## config.mk

```make
export PLATFORM = sky130hd
export DESIGN_NAME = kernel_frame_ctrl_flat
export DESIGN_NICKNAME = d
export VERILOG_FILES = /design/src/rtl/kernel_frame_ctrl_if.sv /design/src/rtl/kernel_frame_ctrl.sv /design/src/flat_wrapper.sv
export SDC_FILE = /design/constraint.sdc
export NUM_CORES = 1
export LEC_CHECK = 0
export CORE_MARGIN = 8
export CORE_UTILIZATION = 41
export DETAILED_ROUTE_END_ITERATION = 10
export PLACE_DENSITY_LB_ADDON = 0.12
export SLEW_MARGIN = 20
export SYNTH_ARGS = -nofsm -noshare
export SYNTH_HDL_FRONTEND = slang
export SYNTH_SLANG_ARGS = --single-unit
export TNS_END_PERCENT = 50
```

## constraint.sdc

```tcl
create_clock -name clk -period 3.9 [get_ports clk]
set_input_delay 1.17 -clock clk [delete_from_list [all_inputs] [get_ports clk]]
set_output_delay 1.17 -clock clk [all_outputs]
set_load 0.01 [all_outputs]
```

## src/rtl/kernel_frame_ctrl_if.sv

```systemverilog
// rtl/kernel_frame_ctrl_if.sv - stream beat and kernel-enable request bundle for kernel_frame_ctrl
// Also holds the beat-type encoding shared by the controller and anything driving the stream.
`ifndef KFC_DTYPE_DEFS
`define KFC_DTYPE_DEFS
`define DTYPE_WIDTH        4
`define DTYPE_PIXEL_MASK   4'h8
`define DTYPE_HEADER_START 4'h1
`define DTYPE_HEADER       4'h2
`define DTYPE_FRAME_START  4'h3
`define DTYPE_ROW_START    4'h4
`define DTYPE_ROW_END      4'h5
`define DTYPE_FRAME_END    4'h6
`endif

interface kernel_frame_ctrl_if;
  logic                    dvi;
  logic [`DTYPE_WIDTH-1:0] dtypei;
  logic                    cfg_valid;
  logic                    cfg_enable;
  logic                    cfg_ack;

  modport master (output dvi, output dtypei, output cfg_valid, output cfg_enable, input cfg_ack);
  modport slave  (input dvi, input dtypei, input cfg_valid, input cfg_enable, output cfg_ack);
endinterface

```

## src/rtl/kernel_frame_ctrl.sv

```systemverilog
// rtl/kernel_frame_ctrl.sv - frame/row sequencer, geometry monitor and boundary-synchronised kernel enable
// Every output is registered and reflects the beat seen on the previous clock.
module kernel_frame_ctrl #(
  parameter int NUM_COLS_WIDTH  = 11,
  parameter int NUM_ROWS_WIDTH  = 11,
  parameter int FRAME_CNT_WIDTH = 16
) (
  input  logic                       clk,
  input  logic                       resetb,
  kernel_frame_ctrl_if.slave         strm,
  input  logic                       err_clr,
  output logic                       kernel_enable,
  output logic                       frame_active,
  output logic [FRAME_CNT_WIDTH-1:0] frame_count,
  output logic [NUM_ROWS_WIDTH-1:0]  last_num_rows,
  output logic [NUM_COLS_WIDTH-1:0]  last_num_cols,
  output logic                       err_seq,
  output logic                       err_row_len
);

  typedef enum logic [1:0] {IDLE, HEADER, FRAME, ROW} state_t;

  state_t                    state, state_nxt;
  logic [NUM_COLS_WIDTH-1:0] col_cnt, ref_cols;
  logic [NUM_ROWS_WIDTH-1:0] row_cnt;
  logic                      first_row;
  logic                      pend_valid, pend_value;

  logic b_pix, b_hs, b_hdr, b_fs, b_rs, b_re, b_fe;
  logic seq_set, row_set, start_row, end_row, end_frame, add_pix, apply;

  assign b_pix = strm.dvi && (|(strm.dtypei & `DTYPE_PIXEL_MASK));
  assign b_hs  = strm.dvi && !b_pix && (strm.dtypei == `DTYPE_HEADER_START);
  assign b_hdr = strm.dvi && !b_pix && (strm.dtypei == `DTYPE_HEADER);
  assign b_fs  = strm.dvi && !b_pix && (strm.dtypei == `DTYPE_FRAME_START);
  assign b_rs  = strm.dvi && !b_pix && (strm.dtypei == `DTYPE_ROW_START);
  assign b_re  = strm.dvi && !b_pix && (strm.dtypei == `DTYPE_ROW_END);
  assign b_fe  = strm.dvi && !b_pix && (strm.dtypei == `DTYPE_FRAME_END);

  // Enable changes only land on a frame-opening beat seen while idle.
  assign apply   = (b_hs || b_fs) && (state == IDLE);
  assign row_set = end_row && !first_row && (col_cnt != ref_cols);

  always_ff @(posedge clk or negedge resetb) begin
    if (!resetb) state <= IDLE;
    else         state <= state_nxt;
  end

  always_comb begin
    state_nxt = state;
    seq_set   = 1'b0;
    start_row = 1'b0;
    end_row   = 1'b0;
    end_frame = 1'b0;
    add_pix   = 1'b0;
    if (b_fs) begin
      state_nxt = FRAME;
      seq_set   = (state == FRAME) || (state == ROW);
    end else if (strm.dvi) begin
      case (state)
        IDLE: begin
          if (b_hs) state_nxt = HEADER;
          else if (b_hdr || b_pix || b_rs || b_re || b_fe) seq_set = 1'b1;
        end
        HEADER: begin
          if (!b_hdr) seq_set = 1'b1;
        end
        FRAME: begin
          if (b_rs) begin
            state_nxt = ROW;
            start_row = 1'b1;
          end else if (b_fe) begin
            state_nxt = IDLE;
            end_frame = 1'b1;
          end else begin
            seq_set = 1'b1;
          end
        end
        ROW: begin
          if (b_pix) begin
            add_pix = 1'b1;
          end else if (b_re) begin
            state_nxt = FRAME;
            end_row   = 1'b1;
          end else begin
            seq_set = 1'b1;
          end
        end
        default: state_nxt = IDLE;
      endcase
    end
  end

  always_ff @(posedge clk or negedge resetb) begin
    if (!resetb) begin
      col_cnt       <= '0;
      ref_cols      <= '0;
      row_cnt       <= '0;
      first_row     <= 1'b0;
      pend_valid    <= 1'b0;
      pend_value    <= 1'b0;
      kernel_enable <= 1'b0;
      frame_active  <= 1'b0;
      frame_count   <= '0;
      last_num_rows <= '0;
      last_num_cols <= '0;
      err_seq       <= 1'b0;
      err_row_len   <= 1'b0;
      strm.cfg_ack  <= 1'b0;
    end else begin
      if (b_fs) begin
        row_cnt   <= '0;
        first_row <= 1'b1;
      end else if (end_row) begin
        if (row_cnt != '1) row_cnt <= row_cnt + 1'b1;
        if (first_row) ref_cols <= col_cnt;
        first_row <= 1'b0;
      end

      if (start_row)                    col_cnt <= '0;
      else if (add_pix && col_cnt != '1) col_cnt <= col_cnt + 1'b1;

      if (end_frame) begin
        last_num_rows <= row_cnt;
        last_num_cols <= ref_cols;
        frame_count   <= frame_count + 1'b1;
      end

      if (b_fs)           frame_active <= 1'b1;
      else if (end_frame) frame_active <= 1'b0;

      // A new error on the clear cycle must survive the clear.
      err_seq     <= seq_set | (err_seq & ~err_clr);
      err_row_len <= row_set | (err_row_len & ~err_clr);

      strm.cfg_ack <= 1'b0;
      if (apply && (strm.cfg_valid || pend_valid)) begin
        kernel_enable <= strm.cfg_valid ? strm.cfg_enable : pend_value;
        pend_valid    <= 1'b0;
        strm.cfg_ack  <= 1'b1;
      end else if (strm.cfg_valid) begin
        pend_valid <= 1'b1;
        pend_value <= strm.cfg_enable;
      end
    end
  end

endmodule

```

## src/flat_wrapper.sv

```systemverilog
// flat-port wrapper written by rule: the top's interface ports become plain ports
module kernel_frame_ctrl_flat 
#(
  parameter int NUM_COLS_WIDTH  = 11,
  parameter int NUM_ROWS_WIDTH  = 11,
  parameter int FRAME_CNT_WIDTH = 16
)
  (clk, resetb, err_clr, kernel_enable, frame_active, frame_count, last_num_rows, last_num_cols, err_seq, err_row_len, strm_dvi, strm_dtypei, strm_cfg_valid, strm_cfg_enable, strm_cfg_ack);
  kernel_frame_ctrl_if strm_i ();
  input  logic clk;
  input  logic resetb;
  input  logic err_clr;
  output logic kernel_enable;
  output logic frame_active;
  output logic [FRAME_CNT_WIDTH-1:0] frame_count;
  output logic [NUM_ROWS_WIDTH-1:0] last_num_rows;
  output logic [NUM_COLS_WIDTH-1:0] last_num_cols;
  output logic err_seq;
  output logic err_row_len;
  input wire logic [$bits(strm_i.dvi)-1:0] strm_dvi;
  input wire logic [$bits(strm_i.dtypei)-1:0] strm_dtypei;
  input wire logic [$bits(strm_i.cfg_valid)-1:0] strm_cfg_valid;
  input wire logic [$bits(strm_i.cfg_enable)-1:0] strm_cfg_enable;
  output wire logic [$bits(strm_i.cfg_ack)-1:0] strm_cfg_ack;
  assign strm_i.dvi = strm_dvi;
  assign strm_i.dtypei = strm_dtypei;
  assign strm_i.cfg_valid = strm_cfg_valid;
  assign strm_i.cfg_enable = strm_cfg_enable;
  assign strm_cfg_ack = strm_i.cfg_ack;
  kernel_frame_ctrl #(.NUM_COLS_WIDTH(NUM_COLS_WIDTH), .NUM_ROWS_WIDTH(NUM_ROWS_WIDTH), .FRAME_CNT_WIDTH(FRAME_CNT_WIDTH)) u_core (.clk(clk), .resetb(resetb), .strm(strm_i), .err_clr(err_clr), .kernel_enable(kernel_enable), .frame_active(frame_active), .frame_count(frame_count), .last_num_rows(last_num_rows), .last_num_cols(last_num_cols), .err_seq(err_seq), .err_row_len(err_row_len));
endmodule
```

==> results.json <==
{
  "grtUsageTotal_pct": 13.5,
  "yosys_warnings": 0,
  "critPathLaunchType": "input pin",
  "dpl-instance-area_um2": 4500,
  "fin_hold_ws_ps": 476,
  "ys_ff_latch": 81,
  "finalCritPeriodShare_pct": 76.1,
  "p_leak_uw": 0.00216,
  "clk_pin_slew_worst_paths_ps": 80,
  "max_freq_ghz": 0.337,
  "cts_tree": "done",
  "core_area_um2": 9240,
  "synth_nets": 403,
  "drt-total-wl_um": 8310,
  "tightest_slew_ps": 803,
  "critPathKind": "input pin to register",
  "cts.htree.levels": 3,
  "routabilityCongestion": 0.829,
  "crit_fanout": 15,
  "skew_ps": 11.1,
  "dieArea_um2": 12900,
  "synth_edf_count": 0,
  "ir_worst_vdd_mv": 0.145,
  "drc": 0,
  "grt_pass1_vias": 3045,
  "ys.flop_type": "dfrtp_1",
  "clock_path_buffers": 2,
  "synth_cell_type_count": 54,
  "required_ps": 4170,
  "wl_per_cell_um": 14.5,
  "numCtsBuffers": 9,
  "netlist_instances": 390,
  "die_w_um": 113,
  "power.density_nw_per_um2": 366,
  "num_io_pins": 53,
  "synthXorXnorAreaFrac_pct": 5.86,
  "initial_core_util_pct": 42.1,
  "status": "complete, no violations",
  "nFillCells": 853,
  "grt_start_max_net_pins": 82,
  "drtAntennaViolNets": 0,
  "synth_fa_ha_area_share_pct": 0.966,
  "die_h_um": 113,
  "port_buffers": 52,
  "synth-async-reset-ratio_pct": 100,
  "antenna_found_initial": 0,
  "postCtsHoldBufs": 0,
  "finalHoldViolations": 0,
  "synthMuxAreaShare_pct": 4.51,
  "stdcell_count": 573,
  "grt_pass1_wl_um": 14300,
  "grt_overflow": 0,
  "ctsRootBufferMaster": "clkbuf_8",
  "synth_area_um2": 3890,
  "clk_latency_ps": 350,
  "post-cts-setup-buffer-count": 0,
  "slew_viol_final": 0,
  "setup_tns_ps": 0,
  "cp.arrival_ps": 3240,
  "slew_headroom_pct": 46.0,
  "fin_nets": 452,
  "yosys.area_share.simple_pct": 25.2,
  "hp-class": "register to register",
  "synth_top_family_by_area": "simple AND/OR/NAND/NOR gates",
  "vias": 3005,
  "diodes": 0,
  "final_area_um2": 4760,
  "seqCellArea_um2": 2030,
  "place_hpwl_um": 5750,
  "synth-compound-area-share_pct": 8.18,
  "routed_via_density": 5.24,
  "drive_above_1_share_pct": 10.1,
  "dr.pass1.iters": 4,
  "rsz0062_at_grt": "no",
  "period_minus_slack_ps": 2970,
  "setup_viol": 0,
  "cts_resized": 0,
  "cts.sinks": 81,
  "syn2layout_area_growth_pct": 22.4,
  "drt-initial-drc-count": 97,
  "maxCapViolations": 0,
  "seq_area_frac_synth_pct": 52.1,
  "endpoint_kind": "register",
  "multi_input_area_um2": 1740,
  "synth_area_per_cell_um2": 9.97,
  "dpl.cell_count": 557,
  "fp-row-count": 35
}
per-stage QoR:
step                      total power [uW]  utilization [%]  worst slack, ps
after floorplan                        948                -             1370
after global placement                 999             48.7              650
after detailed placement              1000             48.7              594
after CTS                             1770             51.5              944
after global routing                  1810             51.5              784
final                                 1740             51.5              931
cell usage after synthesis, types with 2 or more instances:
cell      count  area (um^2)
and3b_1       2         17.5
nand4_1       6         37.5
nor3_1        8         40.0
nor2b_1       2         12.5
xor2_1       13          114
dfrtp_1      81         2030
o21ai_0      10         50.1
and3_1        6         37.5
a31o_2        2         17.5
clkbuf_1      5         18.8
o31ai_1       5         37.5
and4_1        2         17.5
mux2_2       12          135
a21oi_1      16         80.1
ha_1          3         37.5
nand3_1      13         65.1
buf_2        10         50.1
nand3b_1      4         30.0
o41ai_1       2         17.5
or3_1         6         37.5
or2_2         2         12.5
nand2_1      92          345
or4_1         5         37.5
nor2_1       15         56.3
xnor2_1      13          114
a211oi_1      3         22.5
mux2i_1       4         40.0
nor4_1        9         56.3
inv_1        10         37.5
and2_1        3         18.8
a31oi_1       3         18.8
state kept, by name (all words and copies together) (netlist names), 2 cells and up:
register	count
u_core.frame_count	16
u_core.col_cnt	11
u_core.last_num_cols	11
u_core.last_num_rows	11
u_core.ref_cols	11
u_core.row_cnt	11
u_core.state	2
cell usage in the layout (no fill, tap or decap), types with 3 or more instances in the layout:
cell type,n
or3_1,6
xor2_1,13
o31ai_1,5
a21oi_1,16
clkbuf_8,10
dfrtp_1,81
and2_1,3
nand3_1,13
a31oi_1,3
clkdlybuf4s50_1,51
a211oi_1,3
nor4_1,9
nand3b_1,4
nor3_1,8
and3_1,6
ha_1,3
mux2i_1,4
nand2_1,92
or4_1,5
nand4_1,6
nor2_1,15
xnor2_1,13
buf_4,3
bufinv_16,3
inv_1,10
mux2_2,12
o21ai_0,10
worst paths after layout:
check,depth (start not counted),startpoint,endpoint,slack (ps)
min reg2reg,2,u_core.last_num_rows[6],u_core.last_num_rows[6],480
min,2,u_core.last_num_rows[6],u_core.last_num_rows[6],480
max,5,strm_dvi,u_core.row_cnt[8],930
max in group asynchronous,1,resetb,u_core.state[1],2550
min in group asynchronous,1,resetb,u_core.last_num_rows[7],850
max reg2reg,4,u_core.state[0],u_core.row_cnt[8],1790
per-layer routing:
layer  up-vias  global-route usage [%]  wire [um]
met5         -                       0          0
met4         0                    5.86         97
met3         9                    2.54        354
met2        64                    21.6       3780
met1      1472                    17.5       4070
li1       1460                       -          -
power breakdown:
group | switching (uW) | internal [uW] | leakage, uW
clock network | 315 | 446 | 0.000124
logic | 53.2 | 46.2 | 0.000939
registers | 24.6 | 859 | 0.00110
total | 392 | 1350 | 0.00216
logic make-up after synthesis:
group                    count (synthesis)
buffers and inverters                   27
adder cells (fa/ha/maj)                  3
AO/OA/AOI/OAI                           49
AND/OR/NAND/NOR                        188
multiplexers                            16
XOR/XNOR                                26
flip-flops                              81
critical path: stages:
cell and delay, ps:
clkdlybuf4s50_1 710, and3b_1 310, nand2_1 290, or4_1 580
a21oi_1 180
layout make-up:
class | count | share of cell area, %
well taps | 129 | 3.39
clock inverters | 6 | 2.39
repair buffers | 55 | 11.4
clock buffers | 10 | 2.89
flip-flops and latches | 81 | 42.6
multi-input cells | 282 | 36.5
inverters | 10 | 0.789
Note: power is estimated with default switching activity, not from simulation.
